**src/rtl/counter_pkg.sv**
```systemverilog
// Shared constants and helpers for the mode counter.
// Direction/mode encodings and a ceiling-log2 for register sizing.
package counter_pkg;

    localparam logic DIR_UP    = 1'b1;
    localparam logic DIR_DOWN  = 1'b0;
    localparam logic MODE_WRAP = 1'b0;
    localparam logic MODE_SAT  = 1'b1;

    function automatic int clog2(input int v);
        int r;
        r = 0;
        while ((1 << r) < v) r++;
        return r;
    endfunction

endpackage

```
**src/rtl/counter_prescaler.sv**
```systemverilog
// Enable prescaler: one tick per prescale accepted enables.
// With prescale = 1 the tick is the enable itself.
module counter_prescaler
    import counter_pkg::*;
#(
    parameter int prescale = 1
) (
    input  logic clk,
    input  logic rst,
    input  logic en,
    input  logic clr,
    output logic tick
);

    localparam int cl = clog2(prescale);
    localparam int pw = (cl > 1) ? cl : 1;

    generate
        if (prescale == 1) begin : g_bypass
            logic unused_ok;
            assign unused_ok = ^{clk, rst, clr};
            assign tick = en;
        end else begin : g_div
            localparam logic [pw-1:0] last = pw'(prescale - 1);
            logic [pw-1:0] pcnt;

            assign tick = en && (pcnt == last);

            always_ff @(posedge clk or negedge rst) begin
                if (!rst) begin
                    pcnt <= '0;
                end else if (clr) begin
                    pcnt <= '0;
                end else if (en) begin
                    pcnt <= tick ? '0 : pcnt + 1'b1;
                end
            end
        end
    endgenerate

endmodule

```
**src/rtl/mode_counter.sv**
```systemverilog
// Up/down counter with runtime limit, wrap/saturate, load,
// prescaled enable, terminal-count pulse and sticky overflow.
module mode_counter
    import counter_pkg::*;
#(
    parameter int width    = 8,
    parameter int prescale = 1
) (
    input  logic             clk,
    input  logic             rst,
    input  logic             en,
    input  logic             dir,
    input  logic             sat,
    input  logic [width-1:0] limit,
    input  logic             load,
    input  logic [width-1:0] load_val,
    input  logic             clr_ovf,
    output logic [width-1:0] cnt,
    output logic             tc,
    output logic             ovf
);

    logic             tick;
    logic [width-1:0] cnt_n;
    logic             tc_n;
    logic             ovf_n;
    logic             bnd;

    counter_prescaler #(
        .prescale(prescale)
    ) u_pre (
        .clk (clk),
        .rst (rst),
        .en  (en),
        .clr (load),
        .tick(tick)
    );

    always_comb begin
        cnt_n = cnt;
        tc_n  = 1'b0;
        ovf_n = ovf & ~clr_ovf;
        bnd   = 1'b0;
        if (load) begin
            cnt_n = (load_val > limit) ? limit : load_val;
        end else if (tick) begin
            if (dir == DIR_UP) begin
                bnd = (cnt >= limit);
                if (!bnd) cnt_n = cnt + 1'b1;
                else      cnt_n = (sat == MODE_SAT) ? limit : '0;
            end else begin
                // limit = 0 forces a boundary even if cnt sits above it
                bnd = (cnt == '0) || (limit == '0);
                if (bnd)              cnt_n = (sat == MODE_SAT) ? '0 : limit;
                else if (cnt > limit) cnt_n = limit;
                else                  cnt_n = cnt - 1'b1;
            end
            if (bnd) begin
                tc_n  = 1'b1;
                ovf_n = 1'b1;
            end
        end
    end

    always_ff @(posedge clk or negedge rst) begin
        if (!rst) begin
            cnt <= '0;
            tc  <= 1'b0;
            ovf <= 1'b0;
        end else begin
            cnt <= cnt_n;
            tc  <= tc_n;
            ovf <= ovf_n;
        end
    end

endmodule
```
**config.mk**
```make
export PLATFORM = sky130hd
export DESIGN_NAME = mode_counter
export DESIGN_NICKNAME = d
export VERILOG_FILES = /design/src/rtl/counter_pkg.sv /design/src/rtl/counter_prescaler.sv /design/src/rtl/mode_counter.sv
export SDC_FILE = /design/constraint.sdc
export NUM_CORES = 1
export LEC_CHECK = 0
export CAP_MARGIN = 0
export CORE_MARGIN = 2
export CORE_UTILIZATION = 45
export CTS_CLUSTER_SIZE = 24
export DETAILED_ROUTE_END_ITERATION = 8
export PLACE_DENSITY = 0.72
export REMOVE_ABC_BUFFERS = 1
export SYNTH_ARGS = -nofsm -noshare
export SYNTH_HDL_FRONTEND = slang
export SYNTH_SLANG_ARGS = --single-unit
```
**constraint.sdc**
```tcl
create_clock -name clk -period 3.7 [get_ports clk]
set_input_delay 0.74 -clock clk [delete_from_list [all_inputs] [get_ports clk]]
set_output_delay 0.74 -clock clk [all_outputs]
set_load 0.005 [all_outputs]
```
* Yosys cells after proc, flatten, opt, wreduce, memory -nomap -nowiden
Index checks and enable logic that the tools add are counted.
** Word-level totals
- Bits in registers :: 10
- ROM bits :: 0
- Memories kept :: 0
- Output and inout bits :: 10
- Logic and storage cells :: 32
- RAM bits :: 0
- Bits in latches :: 0
** Operators by class
- Reduce and logical (&&, ||, !) cells :: 4
- Add/sub/neg operators :: 2
- Bitwise gates (word level) :: 2
- Eq/ne operators :: 0
- Muxes and demuxes :: 18
- $lt $le $gt $ge :: 3
- Shifts and indexed selects :: 0
- Divide/modulo/power cells :: 0
- $mul :: 0
** Operators with widths (number)
- 8-bit 2-to-1 mux :: 9
- 8-bit greater-than comparator :: 2
- 8-bit zero test :: 2
- 1-bit 2-to-1 mux :: 9
- 8-bit by 1-bit adder with 8-bit output, second input constant :: 1
- 8-bit greater-or-equal comparator :: 1
- 8-bit by 1-bit subtractor with 8-bit output, second input constant :: 1
- 2-bit nonzero test :: 1
- 1-bit bitwise AND :: 1
- 1-bit logical OR :: 1
- 1-bit NOT :: 1

* Depth between registers and ports, before layout
- Depth in word-level cells :: 8
- Gate-level depth with buffers :: 8
- Depth with buffers taken out :: 8

* By module
Synthesis repeated with hierarchy kept, for this count alone.
** Unflattened totals
- Cell total of the unflattened synthesis :: 204
- Area, all modules :: 1670.4 um2
** Modules (own cells, without submodules)
- mode_counter :: sequential area each 250.2 um2, cells an instance 203, area each 1662.8 um2, times used 1
- counter_prescaler :: sequential area each 0.0 um2, cells an instance 1, area each 7.5 um2, times used 1

* Worst setup path before layout
No wires, ideal clock.
- Kind :: input -> register
- Start :: input limit[7]
- End :: register cnt[6]
- Buffers on the path :: 0
- Path slack :: 1099 ps
- Library setup time :: 126 ps
- Required time :: 3574 ps
- Stages :: 8
- Arrival time :: 2475 ps
- Cell sequence :: inv_1 > ha_1 > a21oi_1 > o21ai_1 > nor3_2 > a211oi_2 > a221o_1 > a221o_1
** On the way
- Longest elaborated chain between the ends :: 6
- Elaborated cells on any way between the ends :: 12
- Classes of those cells :: order compare (3); mux (7); reduce/logical (2)
** Ends and longest elaborated chain
- from (decl) :: line mode_counter.sv:14 : input logic [width-1:0] limit,
- 8-bit greater-than comparator / 8-bit zero test (equally long branches) :: line mode_counter.sv:55, mode_counter.sv:53
- 8-bit 2-to-1 mux / 1-bit logical OR (equally long branches) :: line mode_counter.sv:55, mode_counter.sv:53
- 8-bit 2-to-1 mux :: line mode_counter.sv:54 : if (bnd) cnt_n = (sat == MODE_SAT) ? '0 : limit;
- 8-bit 2-to-1 mux :: line mode_counter.sv:47 : if (dir == DIR_UP) begin
- 8-bit 2-to-1 mux :: line mode_counter.sv:46 : end else if (tick) begin
- 8-bit 2-to-1 mux (*) :: line mode_counter.sv:44 : if (load) begin
- to (signal assigned) :: line mode_counter.sv:71 : cnt <= cnt_n;
- to (decl) :: line mode_counter.sv:18 : output logic [width-1:0] cnt,
Mark *: on every way between the ends. The rest lies on a longest branch, timed or not. The select of a mux whose other input is x is not followed.
A chain may end at the register's enable or synchronous reset.

* Worst setup path in the final report
Ends and elaborated chain as after synthesis.

==> out/summary.txt <==
RSZ-0062 raised after global routing: no
Drt wl/cell: 17.4 um
Final period util: 86.6%
Clk_skew: 0.00139 ns
Worst path required time: 3.83 ns
TritonCTS clock tree: yes
Number of hold buffers added after cts: 0
Number of vias in the routed layout: 1674
Max-slew violations: 0
Hold crit path type: reg2reg
Leak Pwr: 0.828 nW
YS warnings: 0
Die Y: 64.8 um
IR drop worst, VDD: 236 uV
CP Capture Type: register
DP Wirelength: 3.94 mm
Most used DFF post-synth: dfrtp_1
Die footprint: 4200 um^2
Clk root buf: clkbuf_8
Port bufs: 32
Critical path class: in2reg
Netlist Area Pre-Place: 1660 um^2
Final Critical Period: 3.20 ns
Area leader, netlist: dfrtp_1
WL final: 4.91 mm
Max Freq: 312 MHz
Ant. Diodes: 0
Cell variety after synth: 53
CP Max Fanout: 7
M1 WL: 2.27 mm
Htree depth: 1
DRT iter0 DRCs: 139
#FFs+latches synth: 10
DRC violations left: 0
GRT overflow: 0
Vias in the first global route: 1612
Highest Signal Layer: met4
Chip width: 64.8 um
Mean Syn Cell Area: 8.19 um^2
PwrDens: 351 nW/um^2
Nets: 277
Area Overhead vs Synth: 22.0%
Outcome: finished, final reports clean
Clock Tree Buf Depth: 2
Row count: 22
Setup bufs post-CTS: 0
CP Data Arrival Time: 3.33 ns
# setup viols final: 0
Syn Inst Count: 203
Synth top area share: 15.0%
Vias per cell: 5.94
Met3 wire len: 322 um
First-pass GRT wire length: 8.23 mm
Initial Util: 46.1%
Fill cells: 355
Layout cell share with drive strength beyond 1: 10.7%
Setup TNS: 0 ns
Min-delay src: ovf$_DFF_PN0_
Detail Route Antenna Nets: 0
Metal2 WL: 2.27 mm
Number of synthesized flops with an enable pin: 0
CP startpoint kind: input pin
Post_cts resized: 0
CTS Buf Count: 3
Drt first pass iters: 4
Max-cap viol count: 0
Final hold violation count: 0
Fin Hold WS: 0.480 ns
GRT Overall Usage: 25.5%
Worst skew pair latency: 0.24 ns
Largest net degree at the start of global routing: 16
Reg clk slew, reported paths: 0.05 ns
Sequential fraction of the synthesis area: 15.0%
I/O pin total: 33
Worst Setup SP: limit[7]
Critical R2R Launch: cnt[5]$_DFFE_PN0P_
Core area: 3610 um^2
Gpl congestion: 0.913
Antenna violations before repair: 0
Final design utilization: 56.2%
Clock sinks: 10
Slew margin rel.: 58.3%
Synth async-reset ratio: 100%
Area contributors post-synth: dfrtp_1 (15%), ha_1 (14%), nand2_1 (4.7%), a21oi_1 (4.2%), mux2i_1 (4.2%)
Power consumption: 0.000713 W
Slew @ Worst Pin: 0.609 ns
==> layout by cell type (no fill, tap or decap), types with 3 or more instances in the layout <==
cell type | netlist | layout
o41ai_1 | 4 | 4
nand2b_1 | 3 | 3
inv_1 | 13 | 13
o221ai_1 | 3 | 3
nand2_1 | 21 | 21
xnor2_1 | 7 | 7
nand3_1 | 7 | 7
o21ai_0 | 3 | 3
a21oi_1 | 14 | 14
nor4_1 | 4 | 4
clkdlybuf4s50_1 | 0 | 32
clkbuf_8 | 4 | 4
xor2_1 | 5 | 5
nor2_1 | 13 | 13
ha_1 | 19 | 19
a311oi_1 | 3 | 3
nor3_1 | 11 | 11
buf_4 | 1 | 4
nand4_1 | 5 | 5
mux2i_1 | 7 | 7
dfrtp_1 | 10 | 10
o211ai_1 | 4 | 4
==> through the flow <==
step	instance area [um^2]	cells	worst slack, ns
after floorplan	1560	194	1.10
after global placement	1970	278	0.325
after detailed placement	1970	278	0.259
after CTS	2030	282	0.519
after global routing	2030	282	0.384
final	2030	282	0.496
==> Yosys cell counts (2+ instances only) <==
master	instances
a211oi_2	2
a221oi_2	2
a311oi_1	3
dfrtp_1	10
a21oi_1	14
nand4_1	5
nand2_1	21
nor3_2	2
mux2i_1	7
o211ai_1	4
buf_6	3
or2_2	2
a221o_1	2
nand3_1	7
ha_1	19
xor2_1	5
o221ai_1	3
clkbuf_8	4
inv_1	13
o21ai_0	3
nor2_1	13
nor2b_1	2
nor3_1	11
nand3b_1	2
xnor2_1	7
o41ai_1	4
nand2b_1	3
nor4_1	4
a221oi_1	2
==> layout make-up <==
cell class / count / area [um^2] / area share (%)
multi-input cells: 171 / 1260 / 62.3
repair buffers: 36 / 350 / 17.3
flip-flops and latches: 10 / 250 / 12.3
well taps: 48 / 60.1 / 2.96
clock buffers: 4 / 55.1 / 2.71
inverters: 13 / 48.8 / 2.41
==> critical path, stage by stage <==
cell	delay [ns]
clkdlybuf4s50_1	0.55
inv_1	0.09
ha_1	0.33
a21oi_1	0.20
o21ai_1	0.23
nor3_2	0.32
a211oi_2	0.18
a221o_1	0.38
a221o_1	0.31
==> metal layers <==
layer  vias up  global-route usage [%]
li1        834                       -
met1       773                    35.8
met2        63                    42.1
met3         4                    3.82
met4         0                    3.19
met5         -                       0
==> state kept, by name, indices dropped and copies added (netlist names) <==
register,count
cnt,8
ovf,1
tc,1
==> kinds of logic (layout without fill, tap and decap cells) <==
family	after synthesis	count (layout)	synth area share (%)
fa+ha+maj	19	19	14.3
simple gates	79	79	25.5
flops	10	10	15.0
xor+xnor	12	12	6.32
compound gates	53	53	25.0
mux	8	8	4.89
buf+inv	22	53	8.95
==> path summary, 6_finish.rpt <==
kind / end / slack, ns / cells past startpoint
setup / recovery: cnt[6]$_DFFE_PN0P_ / 0.50 / 9
hold / removal: ovf$_DFF_PN0_ / 0.48 / 1
setup reg to reg: cnt[6]$_DFFE_PN0P_ / 1.07 / 7
hold reg to reg: ovf$_DFF_PN0_ / 0.48 / 1
max in group asynchronous: cnt[6]$_DFFE_PN0P_ / 2.53 / 1
min in group asynchronous: ovf$_DFF_PN0_ / 0.83 / 1
==> power by group <==
part           switching [W]  leakage, nW  internal (W)
logic               0.000199        0.679      0.000184
registers          0.0000588        0.120      0.000128
clock network      0.0000490       0.0288     0.0000941
Note: power is estimated with default switching activity, not from simulation.
